## src/rtl/div_unit.sv

```systemverilog
// -----------------------------------------------------------------------------
// div_unit
//
// Iterative radix-2 restoring divider for the RV32M div/divu/rem/remu group.
// It sits in the EX stage beside the ALU and takes the same operands. A normal
// operation produces one quotient bit per cycle and finishes DATA_WIDTH+1
// cycles after it is accepted. Divide-by-zero and signed overflow skip the
// iteration loop and finish two cycles after accept. busy_o stays high for the
// whole operation so the hazard unit can stall the pipeline.
//
// Ports
//   clk      in   1           rising-edge clock
//   rst_n    in   1           synchronous active-low reset
//   start_i  in   1           request pulse; op_i/a_i/b_i sampled on accept
//   op_i     in   2           00 div, 01 divu, 10 rem, 11 remu
//   a_i      in   DATA_WIDTH  dividend
//   b_i      in   DATA_WIDTH  divisor
//   flush_i  in   1           abort the in-flight operation
//   busy_o   out  1           operation in progress; start_i ignored while high
//   done_o   out  1           one-cycle pulse, res_o valid
//   res_o    out  DATA_WIDTH  quotient or remainder, held until next done_o
// -----------------------------------------------------------------------------
module div_unit #(
  parameter int DATA_WIDTH = 32
) (
  input  logic                  clk,
  input  logic                  rst_n,
  input  logic                  start_i,
  input  logic [1:0]            op_i,
  input  logic [DATA_WIDTH-1:0] a_i,
  input  logic [DATA_WIDTH-1:0] b_i,
  input  logic                  flush_i,
  output logic                  busy_o,
  output logic                  done_o,
  output logic [DATA_WIDTH-1:0] res_o
);

  localparam int CNT_W = (DATA_WIDTH > 1) ? $clog2(DATA_WIDTH) : 1;

  localparam logic [1:0] IDLE = 2'd0;
  localparam logic [1:0] CALC = 2'd1;
  localparam logic [1:0] FIN  = 2'd2;

  localparam logic [DATA_WIDTH-1:0] ONE      = DATA_WIDTH'(1);
  localparam logic [DATA_WIDTH-1:0] MOST_NEG = {1'b1, {(DATA_WIDTH-1){1'b0}}};
  localparam logic [DATA_WIDTH-1:0] ALL_ONES = {DATA_WIDTH{1'b1}};
  localparam logic [CNT_W-1:0]      CNT_ONE  = CNT_W'(1);
  localparam logic [CNT_W-1:0]      CNT_LAST = CNT_W'(DATA_WIDTH - 1);

  logic [1:0]            state;
  logic [CNT_W-1:0]      cnt;
  logic                  is_rem;
  logic                  neg_res;
  logic                  special;
  logic                  fin_wait;
  logic [DATA_WIDTH-1:0] dividend;
  logic [DATA_WIDTH-1:0] divisor;
  logic [DATA_WIDTH-1:0] part_rem;

  // Accept-time decode of the incoming operands.
  logic                  signed_op;
  logic                  a_neg;
  logic                  b_neg;
  logic [DATA_WIDTH-1:0] a_mag;
  logic [DATA_WIDTH-1:0] b_mag;
  logic                  div_zero;
  logic                  overflow;
  logic [DATA_WIDTH-1:0] special_res;
  logic                  neg_flag;

  // Per-iteration datapath.
  logic [DATA_WIDTH:0]   rem_shift;
  logic [DATA_WIDTH:0]   trial;
  logic                  borrow;

  // Final result selection with sign correction.
  logic [DATA_WIDTH-1:0] quot_fix;
  logic [DATA_WIDTH-1:0] rem_fix;
  logic [DATA_WIDTH-1:0] fin_res;

  // Operand decode: magnitudes are taken only for signed ops. The magnitude of
  // the most negative value is the same bit pattern, which is correct when it
  // is read as unsigned.
  always_comb begin
    signed_op = ~op_i[0];
    a_neg     = signed_op & a_i[DATA_WIDTH-1];
    b_neg     = signed_op & b_i[DATA_WIDTH-1];
    a_mag     = a_neg ? (~a_i + ONE) : a_i;
    b_mag     = b_neg ? (~b_i + ONE) : b_i;
    div_zero  = (b_i == '0);
    overflow  = signed_op & (a_i == MOST_NEG) & (b_i == ALL_ONES);

    // Remainder takes the sign of the dividend; quotient is negative when the
    // operand signs differ.
    neg_flag  = op_i[1] ? a_neg : (a_neg ^ b_neg);

    special_res = '0;
    if (div_zero) begin
      special_res = op_i[1] ? a_i : ALL_ONES;
    end else if (overflow) begin
      special_res = op_i[1] ? '0 : a_i;
    end
  end

  // Restoring step. The shifted remainder carries one extra bit, so the trial
  // subtract cannot overflow and its top bit is the borrow. After a restore
  // the extra bit is known to be zero, since the value is below the divisor.
  always_comb begin
    rem_shift = {part_rem, dividend[DATA_WIDTH-1]};
    trial     = rem_shift - {1'b0, divisor};
    borrow    = trial[DATA_WIDTH];
  end

  // The dividend register doubles as the quotient register: dividend bits
  // shift out the top while quotient bits shift in at the bottom. For special
  // cases it already holds the final, uncorrected result.
  always_comb begin
    quot_fix = neg_res ? (~dividend + ONE) : dividend;
    rem_fix  = neg_res ? (~part_rem + ONE) : part_rem;
    if (special) begin
      fin_res = dividend;
    end else if (is_rem) begin
      fin_res = rem_fix;
    end else begin
      fin_res = quot_fix;
    end
  end

  // Control FSM and datapath registers. A flush outside IDLE drops the
  // operation without touching res_o. Special cases spend two cycles in FIN
  // (fin_wait) so that their latency is a fixed two cycles after accept.
  always_ff @(posedge clk) begin
    if (!rst_n) begin
      state    <= IDLE;
      cnt      <= '0;
      is_rem   <= 1'b0;
      neg_res  <= 1'b0;
      special  <= 1'b0;
      fin_wait <= 1'b0;
      dividend <= '0;
      divisor  <= '0;
      part_rem <= '0;
      busy_o   <= 1'b0;
      done_o   <= 1'b0;
      res_o    <= '0;
    end else begin
      done_o <= 1'b0;
      if ((state != IDLE) && flush_i) begin
        state    <= IDLE;
        busy_o   <= 1'b0;
        fin_wait <= 1'b0;
      end else begin
        case (state)
          IDLE: begin
            if (start_i && !flush_i) begin
              busy_o   <= 1'b1;
              is_rem   <= op_i[1];
              neg_res  <= neg_flag;
              divisor  <= b_mag;
              part_rem <= '0;
              cnt      <= CNT_LAST;
              if (div_zero || overflow) begin
                special  <= 1'b1;
                fin_wait <= 1'b1;
                dividend <= special_res;
                state    <= FIN;
              end else begin
                special  <= 1'b0;
                fin_wait <= 1'b0;
                dividend <= a_mag;
                state    <= CALC;
              end
            end
          end

          CALC: begin
            part_rem <= borrow ? rem_shift[DATA_WIDTH-1:0] : trial[DATA_WIDTH-1:0];
            dividend <= {dividend[DATA_WIDTH-2:0], ~borrow};
            cnt      <= cnt - CNT_ONE;
            if (cnt == '0) begin
              state <= FIN;
            end
          end

          FIN: begin
            if (fin_wait) begin
              fin_wait <= 1'b0;
            end else begin
              res_o  <= fin_res;
              done_o <= 1'b1;
              busy_o <= 1'b0;
              state  <= IDLE;
            end
          end

          default: begin
            state  <= IDLE;
            busy_o <= 1'b0;
          end
        endcase
      end
    end
  end

endmodule

```

## config.mk

```make
export PLATFORM = sky130hd
export DESIGN_NAME = div_unit
export DESIGN_NICKNAME = d
export VERILOG_FILES = /design/src/rtl/div_unit.sv
export SDC_FILE = /design/constraint.sdc
export NUM_CORES = 1
export LEC_CHECK = 0
export BUFFER_PORTS_ARGS = -buffer_cell sky130_fd_sc_hd__buf_4
export CORE_MARGIN = 2
export CORE_UTILIZATION = 45
export CTS_CLUSTER_DIAMETER = 60
export DETAILED_ROUTE_END_ITERATION = 8
export SYNTH_ARGS = -nofsm -noshare
export SYNTH_HDL_FRONTEND = slang
export SYNTH_SLANG_ARGS = --single-unit
```

## constraint.sdc

```tcl
create_clock -name clk -period 5.3 [get_ports clk]
set_clock_uncertainty 0.15 [all_clocks]
set_input_delay 0.265 -clock clk [delete_from_list [all_inputs] [get_ports clk]]
set_output_delay 0.265 -clock clk [all_outputs]
set_load 0.1 [all_outputs]
```

After elaboration in Yosys (flattened, before gate mapping)
Cells that the tools add are included.
{"block": "op_classes", "addsub": 6, "n_eq_ne": 7, "mux": 31, "bitwise": 16, "reduce_logical": 18}
{"operator": "32-bit two-way mux", "count": 14}
{"operator": "32-bit by 1-bit adder with 32-bit output (second input constant)", "count": 4}
{"operator": "32-bit NOT", "count": 4}
{"operator": "32-bit case mux with 2 select lines", "count": 2}
{"operator": "32-bit == test (second input constant)", "count": 2}
{"operator": "33-bit by 32-bit subtractor with 33-bit output", "count": 1}
{"operator": "32-bit logical NOT", "count": 1}
{"operator": "3-bit AND reduction", "count": 5}
{"operator": "5-bit case mux with 2 select lines", "count": 1}
{"operator": "2-bit two-way mux", "count": 4}
{"operator": "1-bit NOT", "count": 7}
{"operator": "1-bit two-way mux", "count": 6}
{"operator": "2-bit != test (second input constant)", "count": 3}
{"operator": "2-bit case mux with 3 select lines", "count": 1}
{"operator": "2-bit nonzero test", "count": 3}
{"operator": "5-bit logical NOT", "count": 1}
{"operator": "5-bit two-way mux", "count": 1}
{"operator": "5-bit by 1-bit subtractor with 5-bit output (second input constant)", "count": 1}
{"operator": "1-bit AND", "count": 4}
{"operator": "1-bit case mux with 3 select lines", "count": 1}
{"operator": "3-bit OR reduction", "count": 1}
{"operator": "2-bit by 1-bit == test with 1-bit output (second input constant)", "count": 1}
{"operator": "2-bit == test (second input constant)", "count": 1}
{"operator": "1-bit logical AND", "count": 2}
{"operator": "7 further kinds", "count": 7}
{"block": "word_totals", "regBits": 141, "in_bits": 70, "output_inout_bits": 34, "elab_cells": 90}

Logic depth before layout (Yosys ltp)
{"block": "depth", "ltp_word": 8, "mapped_depth": 14, "depth_no_buf": 11}

Least setup slack after synthesis
OpenSTA, ideal clock, no wires.
{"block": "synth_timing", "kind": "register to register", "startpoint": "register dividend[31]", "endpoint": "register part_rem[10]", "setup_ns": 0.129, "t_arrival_ns": 3.014, "required_time_ns": 5.021, "setup_slack_ns": 2.007, "stages_incl_launch_ff": 13, "n_path_buf": 1, "synth_period_minus_slack_ns": 3.293, "path_cell_list": "dfxtp_1 inv_1 ha_1 fa_1 nand2b_1 a21oi_1 o21ai_0 a211oi_1 o31ai_1 xor2_1 buf_2 mux2i_1 o21ai_0"}
{"block": "synth_between", "elab_chain_len": 3}
{"element": "start: declaration", "line_no": "56", "rtl": "logic [DATA_WIDTH-1:0] dividend;"}
{"element": "start signal: assignment", "line_no": "165", "rtl": "dividend <= special_res;"}
{"element": "start signal: assignment", "line_no": "170", "rtl": "dividend <= a_mag;"}
{"element": "start signal: assignment", "line_no": "178", "rtl": "dividend <= {dividend[DATA_WIDTH-2:0], ~borrow};"}
{"element": "33-bit by 32-bit subtractor with 33-bit output", "line_no": "110", "rtl": "trial = rem_shift - {1'b0, divisor};"}
{"element": "32-bit two-way mux", "line_no": "177", "rtl": "part_rem <= borrow ? rem_shift[DATA_WIDTH-1:0] : trial[DATA_WIDTH-1:0];"}
{"element": "32-bit case mux with 2 select lines", "line_no": "153", "rtl": "case (state)"}
{"element": "end signal: assignment", "line_no": "177"}
{"element": "end: declaration", "line_no": "58", "rtl": "logic [DATA_WIDTH-1:0] part_rem;"}
No other way between the ends.
A chain may end at the register's enable or synchronous reset.

Final worst setup path
{"block": "layout_timing", "startpoint": "register dividend[31]", "endpoint": "register part_rem[15]"}
Same word-level chain as after synthesis.

==> metrics.md <==
| Metric | Value |
|---|---|
| Clk root buf | `clkbuf_16` |
| Final setup margin | `1.114 ns` |
| Simple-Gate Fraction of Synth Area | `23.60%` |
| RePlAce Congestion | `0.9651` |
| Fin. max-slew vios | `0` |
| Rel. slew slack | `18.89%` |
| Vias | `11520` |
| Post-synth top flop | `dfxtp_1` |
| Pre-Repair DR Iteration Count | `5` |
| First-pass GRT wire length | `58300 µm` |
| Worst-path clk slew | `0.06 ns` |
| Warnings, synthesis | `0` |
| Routed Antenna Nets | `0` |
| All-Layer GR Usage | `28.27%` |
| Pint | `2077 µW` |
| Yosys reg bits | `141` |
| Row Count | `57` |
| Commonest non-fill, non-tap cells in the layout | `nor2_1 (154), nand2_1 (144), dfxtp_1 (141), buf_4 (120), o21ai_0 (117)` |
| CP required | `5.42 ns` |
| # setup viols final | `0` |
| Fraction of layout cells with a size suffix above 1 | `11.20%` |
| Xor and xnor fraction of the mapped netlist area | `7.848%` |
| Yosys top cell by area | `dfxtp_1` |
| Pwr Density | `245.7 mW/mm²` |
| Pin count of the biggest net entering global routing | `58` |
| Synth Instances | `1513` |
| Status | `complete, no violations` |
| Antenna Cells | `0` |
| Crit share post-route | `78.98%` |
| Sequential share of the synthesized area | `25.55%` |
| Drt wl/cell | `19.47 µm` |
| Vias in the first global route | `10330` |
| Initial antenna violation count | `0` |
| Die span in y | `160.7 µm` |
| RSZ-0062 raised after global routing | `no` |
| Comb pwr share | `23.3%` |
| Crit. End Element | `flop` |
| Post-synthesis mux area share | `3.386%` |
| Yosys cell types | `79` |
| Post-Place Setup Slack | `1.146 ns` |
| Total grt overflow | `0` |
| CTS resizes | `0` |
| Synthesized area per cell | `7.302 µm²` |
| Crit start category | `flop` |
| Lkg Pwr | `0.004930 µW` |
| CTS sink cnt | `141` |
| CP Max Fanout | `19` |
| Clk pwr share | `38.5%` |
| Worst slew pin tran | `1.207 ns` |
| CTS tree | `yes` |
| Port Buffers | `103` |
| Sequential share of power | `38.2%` |
| P_sw | `1008 µW` |
| Dpl hpwl | `27650 µm` |
| Endpoints failing hold | `0` |
| # DRC | `0` |
| Core area | `0.02418 mm²` |
| Clock Latency Late Sink | `0.42 ns` |
| Synth async-reset ratio | `0%` |
| Net count after synthesis | `1623` |
| Switching share of power | `32.68%` |
| Die ar. | `0.02582 mm²` |
| Nets | `1660` |
| Synth top area share | `25.55%` |
| Post-Synth Adder-Cell Area | `4.598%` |
| Post-synth EDFFs | `0` |
| Max Root-Sink Buffers | `2` |
| Die width | `160.7 µm` |
| IO Pins | `104` |
| Synth Area in Compound Gates | `28.66%` |
| Routed WL | `36740 µm` |
| Largest family of logic cells by synthesized area | `compound AO/OA/AOI/OAI gates` |
| Synth Cell Area | `0.01105 mm²` |
| Peak VDD IR | `0.1707 mV` |
| Vias per Instance | `6.102` |
| P&R area growth vs syn | `13.66%` |
| Setup Crit Path Kind | `reg2reg` |
| Most common cell after layout, fill and taps aside | `nor2_1` |
| Min-Delay Path Class | `in2reg` |
| Total negative slack | `0 ns` |
| Initial Util | `45.70%` |
| Max-cap viol count | `0` |
| Max Freq | `238.9 MHz` |
| CTS Buf Count | `17` |
| DRT iter0 DRCs | `981` |
| Tmin final | `4.186 ns` |
| Htree depth | `4` |
| WP data arrival | `4.31 ns` |
| Dominant cells by area after synthesis | `dfxtp_1 (26%), o21ai_0 (5.3%), nor2_1 (5.3%), a21oi_1 (5.1%), nand2_1 (4.9%)` |
-- cells by family (layout without fill, tap and decap cells) --
| kind of cell | Yosys count | in the layout |
|---|---|---|
| XOR/XNOR | 99 | 99 |
| multiplexers | 36 | 36 |
| flip-flops | 141 | 141 |
| buffers and inverters | 174 | 224 |
| AO/OA/AOI/OAI | 487 | 487 |
| adder cells (fa/ha/maj) | 40 | 40 |
| AND/OR/NAND/NOR | 536 | 536 |
-- state kept, by name, indices dropped and copies added (netlist names), 2 cells and up --
signal,count
part_rem,32
state,2
res_o,32
cnt,5
divisor,32
dividend,32
-- power groups by stage --
stage / Clock [µW] / Combinational (µW) / Sequential, µW
global placement: 0 / 702 / 1200
global route: 1250 / 795 / 1180
detailed placement: 0 / 704 / 1200
finish: 1190 / 719 / 1180
CTS: 1200 / 710 / 1170
floorplan: 0 / 491 / 1180
-- cells in the mapped netlist (25+ instances only) --
| cell | number |
|---|---|
| a211oi_1 | 66 |
| o31ai_1 | 25 |
| nand2_1 | 144 |
| xor2_1 | 43 |
| clkbuf_1 | 84 |
| xnor2_1 | 56 |
| o211ai_1 | 25 |
| inv_1 | 66 |
| mux2i_1 | 34 |
| dfxtp_1 | 141 |
| nor3_1 | 50 |
| nand3_1 | 32 |
| nor2_1 | 155 |
| ha_1 | 39 |
| a21oi_1 | 112 |
| o21ai_0 | 117 |
| nor4_1 | 30 |
-- worst paths after layout --
kind	startpoint	endpoint	slack, ns	cells after the start
max reg2reg	dividend[31]$_SDFFE_PN0P_	part_rem[15]$_SDFFE_PN0P_	1.11	12
min reg2reg	res_o[21]$_SDFFE_PN0P_	res_o[21]$_SDFFE_PN0P_	0.29	2
min	a_i[10]	dividend[10]$_SDFFE_PN0P_	0.02	3
max	dividend[31]$_SDFFE_PN0P_	part_rem[15]$_SDFFE_PN0P_	1.11	12
-- worst max-delay path: stages, from the launching register on --
cell and delay (ns):
dfxtp_1 0.41, inv_1 0.12, ha_1 0.25, fa_1 0.42, nand2b_1 0.19, a21oi_1 0.26, o21ai_0 0.33, a211oi_1 0.56
o31ai_1 0.25, xor2_4 0.41, buf_4 0.38, mux2i_1 0.22, o21ai_0 0.09
-- metal layers --
layer	part of all wire [%]	vias to the layer above	GRT usage, %	routed length (µm)
met4	2.3	0	7.549	843
li1	-	5638	-	-
met2	42	447	41.73	15450
met3	7.1	45	3.022	2596
met1	49	5385	43.48	17850
met5	0	-	0	0
-- cell type report --
class / count / area, µm²
Clock buffer: 18 / 429.2
Clock inverter: 14 / 143.9
Fill cell: 2408 / 11620
Inverter: 68 / 255.2
Multi-Input combinational cell: 1198 / 7560
Sequential cell: 141 / 2823
Tap cell: 324 / 405.4
Timing Repair Buffer: 124 / 940.9
-- repair_timing --
item / in CTS / in global routing
setup endpoints to repair: 0 / 0
hold buffers: 4 / 0
endpoints found under the hold margin: 4 / 0
buffers inserted: 0 / 0
-- through the flow --
stage          hold slack, ns  cell area [µm²]  util, %  power (µW)  instances
2_1_floorplan          0.2510            11050        -        1674       1513
3_3_place_gp           0.2858            11940    49.40        1898       1851
3_5_place_dp           0.2863            11940    49.40        1902       1851
4_1_cts              0.008212            12560    51.94        3082       1887
5_1_grt               0.01847            12560    51.94        3227       1887
6_report              0.01764            12560    51.94        3085       1887
Note: power is estimated with default switching activity, not from simulation.
